`src/rtl/div_issue_ctrl.sv`:
```
// div_issue_ctrl: issue controller for the single shared iterative divider in EX.
// Serialises DIV/DIVU requests from issue lane 1 (older) and lane 2 onto the divider,
// returns lane-tagged HI/LO results and stalls the pipeline until all work is done.
// Optional watchdog: define DIV_TIMEOUT_EN to abort a divide that never reports ready.
module div_issue_ctrl #(
    parameter int TIMEOUT = 40
) (
    input  logic        clk,
    input  logic        rst,
    input  logic        flush,
    input  logic        req_i1,
    input  logic        signed_i1,
    input  logic [31:0] opa_i1,
    input  logic [31:0] opb_i1,
    input  logic        req_i2,
    input  logic        signed_i2,
    input  logic [31:0] opa_i2,
    input  logic [31:0] opb_i2,
    output logic        div_start_o,
    output logic        div_annul_o,
    output logic        div_signed_o,
    output logic [31:0] div_opa_o,
    output logic [31:0] div_opb_o,
    input  logic        div_ready_i,
    input  logic [63:0] div_result_i,
    output logic        res_valid_o,
    output logic        res_lane_o,
    output logic [31:0] hi_o,
    output logic [31:0] lo_o,
    output logic        stallreq_for_div,
    output logic        timeout_o
);

    typedef enum logic [1:0] {
        IDLE  = 2'd0,
        START = 2'd1,
        WAIT  = 2'd2,
        DONE  = 2'd3
    } state_t;

    // Quotient reported for a zero divisor (remainder is the dividend).
    localparam logic [31:0] QUOT_DIV0 = 32'hFFFF_FFFF;

    state_t      state_r;
    logic        pending_r;
    logic        buf_signed_r;
    logic [31:0] buf_opa_r;
    logic [31:0] buf_opb_r;

    logic        sel_lane_s;
    logic        sel_signed_s;
    logic [31:0] sel_opa_s;
    logic [31:0] sel_opb_s;
    logic        stall_s;

`ifdef DIV_TIMEOUT_EN
    // The abort strobes are registered, so they fire at the end of the cycle
    // before the limit; they become visible exactly TIMEOUT cycles after start.
    localparam logic [5:0] WDOG_LAST = 6'(TIMEOUT - 2);
    logic [5:0] wdog_r;
    logic       timeout_r;
    assign timeout_o = timeout_r;
`else
    // Watchdog compiled out: strobe is constant low, TIMEOUT has no effect.
    assign timeout_o = 1'b0 & (TIMEOUT == 0);
`endif

    // Pick the request to serve first: lane 1 is older and always wins.
    always_comb begin
        sel_lane_s   = 1'b0;
        sel_signed_s = signed_i1;
        sel_opa_s    = opa_i1;
        sel_opb_s    = opb_i1;
        if (req_i1) begin
            sel_lane_s   = 1'b0;
            sel_signed_s = signed_i1;
            sel_opa_s    = opa_i1;
            sel_opb_s    = opb_i1;
        end else begin
            sel_lane_s   = 1'b1;
            sel_signed_s = signed_i2;
            sel_opa_s    = opa_i2;
            sel_opb_s    = opb_i2;
        end
    end

    // Stall must react in the request cycle itself, so it is decoded from state.
    always_comb begin
        stall_s = 1'b0;
        case (state_r)
            IDLE:    stall_s = (req_i1 | req_i2) & ~flush;
            START:   stall_s = 1'b1;
            WAIT:    stall_s = 1'b1;
            DONE:    stall_s = pending_r;
            default: stall_s = 1'b0;
        endcase
    end

    assign stallreq_for_div = stall_s;

    // Control FSM with registered divider handshake and result outputs.
    always_ff @(posedge clk) begin
        if (rst) begin
            state_r      <= IDLE;
            pending_r    <= 1'b0;
            buf_signed_r <= 1'b0;
            buf_opa_r    <= 32'd0;
            buf_opb_r    <= 32'd0;
            div_start_o  <= 1'b0;
            div_annul_o  <= 1'b0;
            div_signed_o <= 1'b0;
            div_opa_o    <= 32'd0;
            div_opb_o    <= 32'd0;
            res_valid_o  <= 1'b0;
            res_lane_o   <= 1'b0;
            hi_o         <= 32'd0;
            lo_o         <= 32'd0;
`ifdef DIV_TIMEOUT_EN
            wdog_r       <= 6'd0;
            timeout_r    <= 1'b0;
`endif
        end else begin
            div_start_o <= 1'b0;
            div_annul_o <= 1'b0;
            res_valid_o <= 1'b0;
`ifdef DIV_TIMEOUT_EN
            timeout_r   <= 1'b0;
`endif
            if (flush) begin
                // Flush wins over everything; a ready in this cycle is dropped.
                state_r   <= IDLE;
                pending_r <= 1'b0;
                if (state_r == WAIT) begin
                    div_annul_o <= 1'b1;
                end
            end else begin
                case (state_r)
                    IDLE: begin
                        if (req_i1 | req_i2) begin
                            pending_r    <= req_i1 & req_i2;
                            buf_signed_r <= signed_i2;
                            buf_opa_r    <= opa_i2;
                            buf_opb_r    <= opb_i2;
                            res_lane_o   <= sel_lane_s;
                            if (sel_opb_s == 32'd0) begin
                                hi_o        <= sel_opa_s;
                                lo_o        <= QUOT_DIV0;
                                res_valid_o <= 1'b1;
                                state_r     <= DONE;
                            end else begin
                                div_signed_o <= sel_signed_s;
                                div_opa_o    <= sel_opa_s;
                                div_opb_o    <= sel_opb_s;
                                div_start_o  <= 1'b1;
                                state_r      <= START;
                            end
                        end
                    end
                    START: begin
`ifdef DIV_TIMEOUT_EN
                        wdog_r <= 6'd0;
`endif
                        state_r <= WAIT;
                    end
                    WAIT: begin
                        if (div_ready_i) begin
                            hi_o        <= div_result_i[63:32];
                            lo_o        <= div_result_i[31:0];
                            res_valid_o <= 1'b1;
                            state_r     <= DONE;
                        end
`ifdef DIV_TIMEOUT_EN
                        else if (wdog_r == WDOG_LAST) begin
                            hi_o        <= 32'd0;
                            lo_o        <= 32'd0;
                            res_valid_o <= 1'b1;
                            div_annul_o <= 1'b1;
                            timeout_r   <= 1'b1;
                            state_r     <= DONE;
                        end else begin
                            wdog_r <= wdog_r + 6'd1;
                        end
`endif
                    end
                    DONE: begin
                        if (pending_r) begin
                            pending_r  <= 1'b0;
                            res_lane_o <= 1'b1;
                            if (buf_opb_r == 32'd0) begin
                                hi_o        <= buf_opa_r;
                                lo_o        <= QUOT_DIV0;
                                res_valid_o <= 1'b1;
                                state_r     <= DONE;
                            end else begin
                                div_signed_o <= buf_signed_r;
                                div_opa_o    <= buf_opa_r;
                                div_opb_o    <= buf_opb_r;
                                div_start_o  <= 1'b1;
                                state_r      <= START;
                            end
                        end else begin
                            state_r <= IDLE;
                        end
                    end
                    default: begin
                        state_r   <= IDLE;
                        pending_r <= 1'b0;
                    end
                endcase
            end
        end
    end

endmodule

```
`config.mk`:
```
export PLATFORM = sky130hd
export DESIGN_NAME = div_issue_ctrl
export DESIGN_NICKNAME = d
export VERILOG_FILES = /design/src/rtl/div_issue_ctrl.sv
export SDC_FILE = /design/constraint.sdc
export NUM_CORES = 1
export LEC_CHECK = 0
export ABC_CLOCK_PERIOD_IN_PS = 2500
export BUFFER_PORTS_ARGS = -buffer_cell sky130_fd_sc_hd__buf_2
export CORE_MARGIN = 2
export CORE_UTILIZATION = 45
export CTS_CLUSTER_SIZE = 30
export DETAILED_ROUTE_END_ITERATION = 6
export HOLD_SLACK_MARGIN = 0.15
export MAX_ROUTING_LAYER = met4
export PLACE_DENSITY = 0.75
export SLEW_MARGIN = 10
export SYNTH_ARGS = -nofsm -noshare
export SYNTH_HDL_FRONTEND = slang
export SYNTH_SLANG_ARGS = --single-unit
```
`constraint.sdc`:
```
create_clock -name clk -period 2.5 [get_ports clk]
set_input_delay 0.125 -clock clk [delete_from_list [all_inputs] [get_ports clk]]
set_output_delay 0.125 -clock clk [all_outputs]
set_load 0.02 [all_outputs]
```
* Word level (Yosys, flattened, before mapping)
Index checks and enable logic that the tools add are counted.
** Word-level totals
- Bits in read-only memories :: 0
- Logic and storage cells :: 97
- Register bits :: 201
- Memory bits (writable) :: 0
- Memories :: 0
- Bits in latches :: 0
** Cells by class
- $add $sub $neg :: 0
- Bitwise gates (word level) :: 4
- Reduce and logical (&&, ||, !) cells :: 14
- Divide/modulo/power cells :: 0
- $mul :: 0
- $lt $le $gt $ge :: 0
- Shifts and indexed selects :: 0
- Multiplexer cells :: 55
- Equality and inequality tests :: 10
** Operators with widths (count)
- two-way mux 32 bit :: 20
- one-hot mux 32 bit (3 select lines) :: 2
- one-hot mux 32 bit (2 select lines) :: 2
- logical NOT 32 bit :: 2
- two-way mux 1 bit :: 19
- != test 2 bit, second input constant :: 7
- two-way mux 2 bit :: 5
- one-hot mux 1 bit (2 select lines) :: 4
- one-hot mux 2 bit (4 select lines) :: 1
- AND reduction 7 bit :: 1
- one-hot mux 1 bit (3 select lines) :: 2
- AND reduction 6 bit :: 1
- OR reduction 2 bit :: 3
- == test 2 bit, second input constant :: 2
- AND reduction 2 bit :: 2
- AND reduction 4 bit :: 1
- AND reduction 3 bit :: 1
- nonzero test 3 bit :: 1
- bitwise AND 1 bit :: 2
- == test 2 x 1 -> 1 bit, second input constant :: 1
- logical NOT 2 bit :: 1
- nonzero test 2 bit :: 1
- NOT 1 bit :: 1
- OR 1 bit :: 1

* Logic depth before layout (Yosys ltp)
- Depth after elaboration :: 5
- Mapped depth :: 10

* Least setup slack after synthesis
OpenSTA, ideal clock, no wires.
- Path type :: register to register
- From :: reg state_r[0]
- To :: reg div_opa_o[12]
- Path buffers :: 2
- Arrival :: 2.195 ns
- Path slack :: 0.184 ns
- Stages on the path, launching flop included :: 10
- Period minus slack after synthesis :: 2.316 ns
- Required time :: 2.379 ns
- Path through :: dfxtp_1 > inv_1 > ha_1 > nor3b_1 > a211o_1 > a211o_4 > nor2_4 > buf_6 > buf_6 > mux2_4
** Between the ends
- Word-level cells in the longest chain between the ends :: 3
** RTL lines
- start, declared :: RTL line 44 : state_t state_r;
- start signal, assigned :: RTL line 104 : state_r <= IDLE;
- start signal, assigned :: RTL line 131 : state_r <= IDLE;
- start signal, assigned :: RTL line 149 : state_r <= DONE;
- == test 2 bit / logical NOT 2 bit (equally long branches) :: RTL line 137 : case (state_r)
- != test 2 bit (no line) / nonzero test 2 bit (equally long branches)
- AND reduction 6 bit (no line)
- end signal, assigned :: RTL line 152 : div_opa_o <= sel_opa_s;
- end signal, assigned :: RTL line 196 : div_opa_o <= buf_opa_r;
- end, declared :: RTL line 22 : output logic [31:0] div_opa_o,
Several ways; a longest one is shown, not always the timed one.
A chain may end at the register's enable or synchronous reset.

* Final worst setup path
- From :: reg state_r[0]
- To :: reg div_opa_o[19]
Same word-level chain as after synthesis.

==> impl_metrics.py <==
metrics = {
    "status": {
        "status": "finished clean",
    },
    "clocking": {
        "cts_setup_buffers": 0,
        "cts_tree": "yes",
        "clk_latency_ps": 520,
        "path_clk_slew_ps": 60,
        "cts_buffers": 23,
        "htree_num_levels": 1,
        "cts-root-buf": "clkbuf_16",
        "clockBufferDepth": 3,
        "clock-sinks": 201,
    },
    "synth": {
        "synthTopCellsByArea": "dfxtp_1 40%, a21oi_1 8.4%, mux2i_1 6.5%",
        "avgSynthCellArea_um2": 8.31,
        "yosys.cell_types.count": 44,
        "yosysWarnings": 0,
        "synthCells": 1197,
        "yosysMostFrequentCell": "dfxtp_1",
        "synth_edf_count": 0,
        "synth_top_area_share": 0.404,
        "async_flop_share": 0,
        "synth_nets": 1401,
        "syn_area_um2": 9950,
        "synth-main-ff-cell": "dfxtp_1",
        "ys_seq_elements": 201,
        "yosysSeqAreaShare": 0.404,
        "synth_top_area_cell": "dfxtp_1",
        "synthTopCellsByCount": "201 x dfxtp_1, 167 x a21oi_1, 133 x nand2_1",
    },
    "timing": {
        "finalHoldViolCount": 0,
        "post-route-period-util": 0.960,
        "fmax_ghz": 0.417,
        "fin_worst_skew_ps": 18.7,
        "finalCriticalPeriod_ps": 2400,
        "setup-violations-final": 0,
        "timing.final.max_slew_violations": 0,
        "relSlewSlack": 0.469,
        "rsz0062_at_grt": "no",
        "setup_tns_ps": 0,
        "worstMarginPinSlew_ps": 797,
    },
    "placement": {
        "dpl_cell_area_um2": 11800,
        "gp_congestion": 0.908,
        "dp_hpwl_mm": 22.0,
        "port_buffers": 333,
    },
    "die": {
        "core_um2": 21800,
        "dieArea_um2": 23300,
        "die-height_um": 153,
        "ios": 335,
        "die_x_um": 153,
        "std_cell_rows": 54,
        "initial_core_util": 0.457,
    },
    "setup_path": {
        "worstSetupEndpointType": "flop",
        "critPathKind": "reg2reg",
        "required_ps": 2900,
        "crit_arrival_ps": 2800,
        "crit_path_start_kind": "flop",
        "critPathMaxFanout": 50,
        "reg2reg_slack_ps": 100,
        "r2r_cells": 8,
    },
    "run": {
        "drv_cap": 0,
    },
    "detailed_routing": {
        "wl_per_cell_um": 18.2,
        "wl_mm": 34.7,
        "vias": 10800,
        "drc": 0,
        "first_iter_violations": 1070,
        "drtPass1Iterations": 5,
        "ant_nets": 0,
        "via_per_inst": 5.67,
    },
    "global_route": {
        "grt_overflow_total": 0,
        "grt_pass1_vias": 10300,
        "grt_pass1_wl_mm": 54.5,
        "grt_usage": 0.289,
        "grt_max_degree": 99,
        "antenna_found_initial": 2,
    },
    "hold_path": {
        "hold_depth": 5,
        "min_path_type": "in2reg",
    },
    "final_layout": {
        "stdcell_area_um2": 14000,
        "syn2layout_area_growth_pct": 40.6,
        "drive_above_1_share": 0.279,
        "fin_nets": 1810,
        "regArea_um2": 4020,
        "multi_input_area_um2": 5280,
        "n_fill_cell": 1717,
    },
    "pwr": {
        "peakVddDrop_v": 0.000408,
        "power.leakage_nw": 6.22,
        "cellPowerDensity_nw_per_um2": 633,
    },
}
[timing repair]
item | in CTS | in global routing
hold buffers | 134 | 0
setup endpoints to repair | 0 | 5
hold endpoints to repair | 135 | 0
resized for setup | 0 | 3
[cell usage in the layout, fill, tap and decap left out, types with 2 or more instances in the layout]
master	instances
dlygate4sd3_1	134
a22oi_1	10
clkinv_2	3
o21ai_1	10
a21oi_1	167
buf_2	331
nor2b_1	31
o21ai_0	28
nand4_1	2
mux2_2	7
diode_2	2
nand2b_1	37
ha_1	2
mux2i_1	65
nor3_1	11
clkbuf_16	23
nand2_1	133
a211oi_1	61
buf_6	2
bufinv_16	3
a311oi_1	35
nor2_1	112
buf_12	9
dfxtp_1	201
a221oi_1	30
inv_1	35
or4_1	35
nor2_4	2
nor4_1	16
nor4_2	4
mux2_4	25
buf_4	27
clkbuf_8	6
clkbuf_1	6
[cell families after synthesis]
| group | after synthesis | share of synthesized area |
|---|---|---|
| AO/OA/AOI/OAI | 349 | 0.222 |
| adder cells (fa/ha/maj) | 4 | 0.00503 |
| buffers and inverters | 155 | 0.0678 |
| flip-flops | 201 | 0.404 |
| multiplexers | 97 | 0.111 |
| other | 1 | 0.000377 |
| AND/OR/NAND/NOR | 390 | 0.190 |
[through the flow]
| step | hold slack (ps) | util | setup slack, ps | std cells | power, mW |
|---|---|---|---|---|---|
| 2_1_floorplan | 261 | - | 184 | 1197 | 4.60 |
| 3_5_place_dp | 381 | 0.545 | 145 | 1727 | 5.21 |
| 5_1_grt | 191 | 0.643 | 15.7 | 1905 | 9.21 |
| 4_1_cts | 154 | 0.643 | 52.6 | 1903 | 8.89 |
| 3_3_place_gp | 379 | 0.545 | 188 | 1727 | 5.19 |
| 6_report | 161 | 0.643 | 100 | 1905 | 8.86 |
[per-layer routing]
metal	up-vias	GRT usage	wire, um
met5	-	-	0
met4	0	0.119	1560
met3	119	0.0429	2480
met2	579	0.465	16000
met1	5002	0.366	14700
li1	5101	-	-
[flip-flops by register name (all words and copies together), names as in the netlist]
register / count
buf_opa_r: 32
buf_opb_r: 32
buf_signed_r: 1
div_annul_o: 1
div_opa_o: 32
div_opb_o: 32
div_signed_o: 1
div_start_o: 1
hi_o: 32
lo_o: 32
pending_r: 1
res_lane_o: 1
res_valid_o: 1
state_r: 2
[critical path: stages, from the launching register on]
cell and delay [ps]:
dfxtp_1 330, inv_1 60, ha_1 210, nor3b_1 170
a211o_1 300, a211o_4 340, nor2_4 170, buf_12 260
mux2_2 380
[worst paths after layout]
check | start | endpoint
max | state_r[0]$_SDFFE_PP0P_ | div_opa_o[19]$_SDFFE_PP0P_
min | opa_i1[12] | hi_o[12]$_SDFFE_PP0P_
max reg2reg | state_r[0]$_SDFFE_PP0P_ | div_opa_o[19]$_SDFFE_PP0P_
min reg2reg | buf_signed_r$_SDFFE_PP0P_ | buf_signed_r$_SDFFE_PP0P_
[cell type report]
cell class              instances  area share
diodes                          2    0.000358
clock buffers                  35      0.0486
clock inverters                 7     0.00814
inverters                      36     0.00966
multi-input cells             841       0.377
flip-flops and latches        201       0.288
well taps                     280      0.0250
repair buffers                503       0.243
[power by group]
group	switching, mW	total, mW	internal, mW
clock network	1.33	3.51	2.18
logic	1.01	1.80	0.782
registers	0.132	3.55	3.42
total	2.48	8.86	6.39
(Power assumes the default switching activity.)
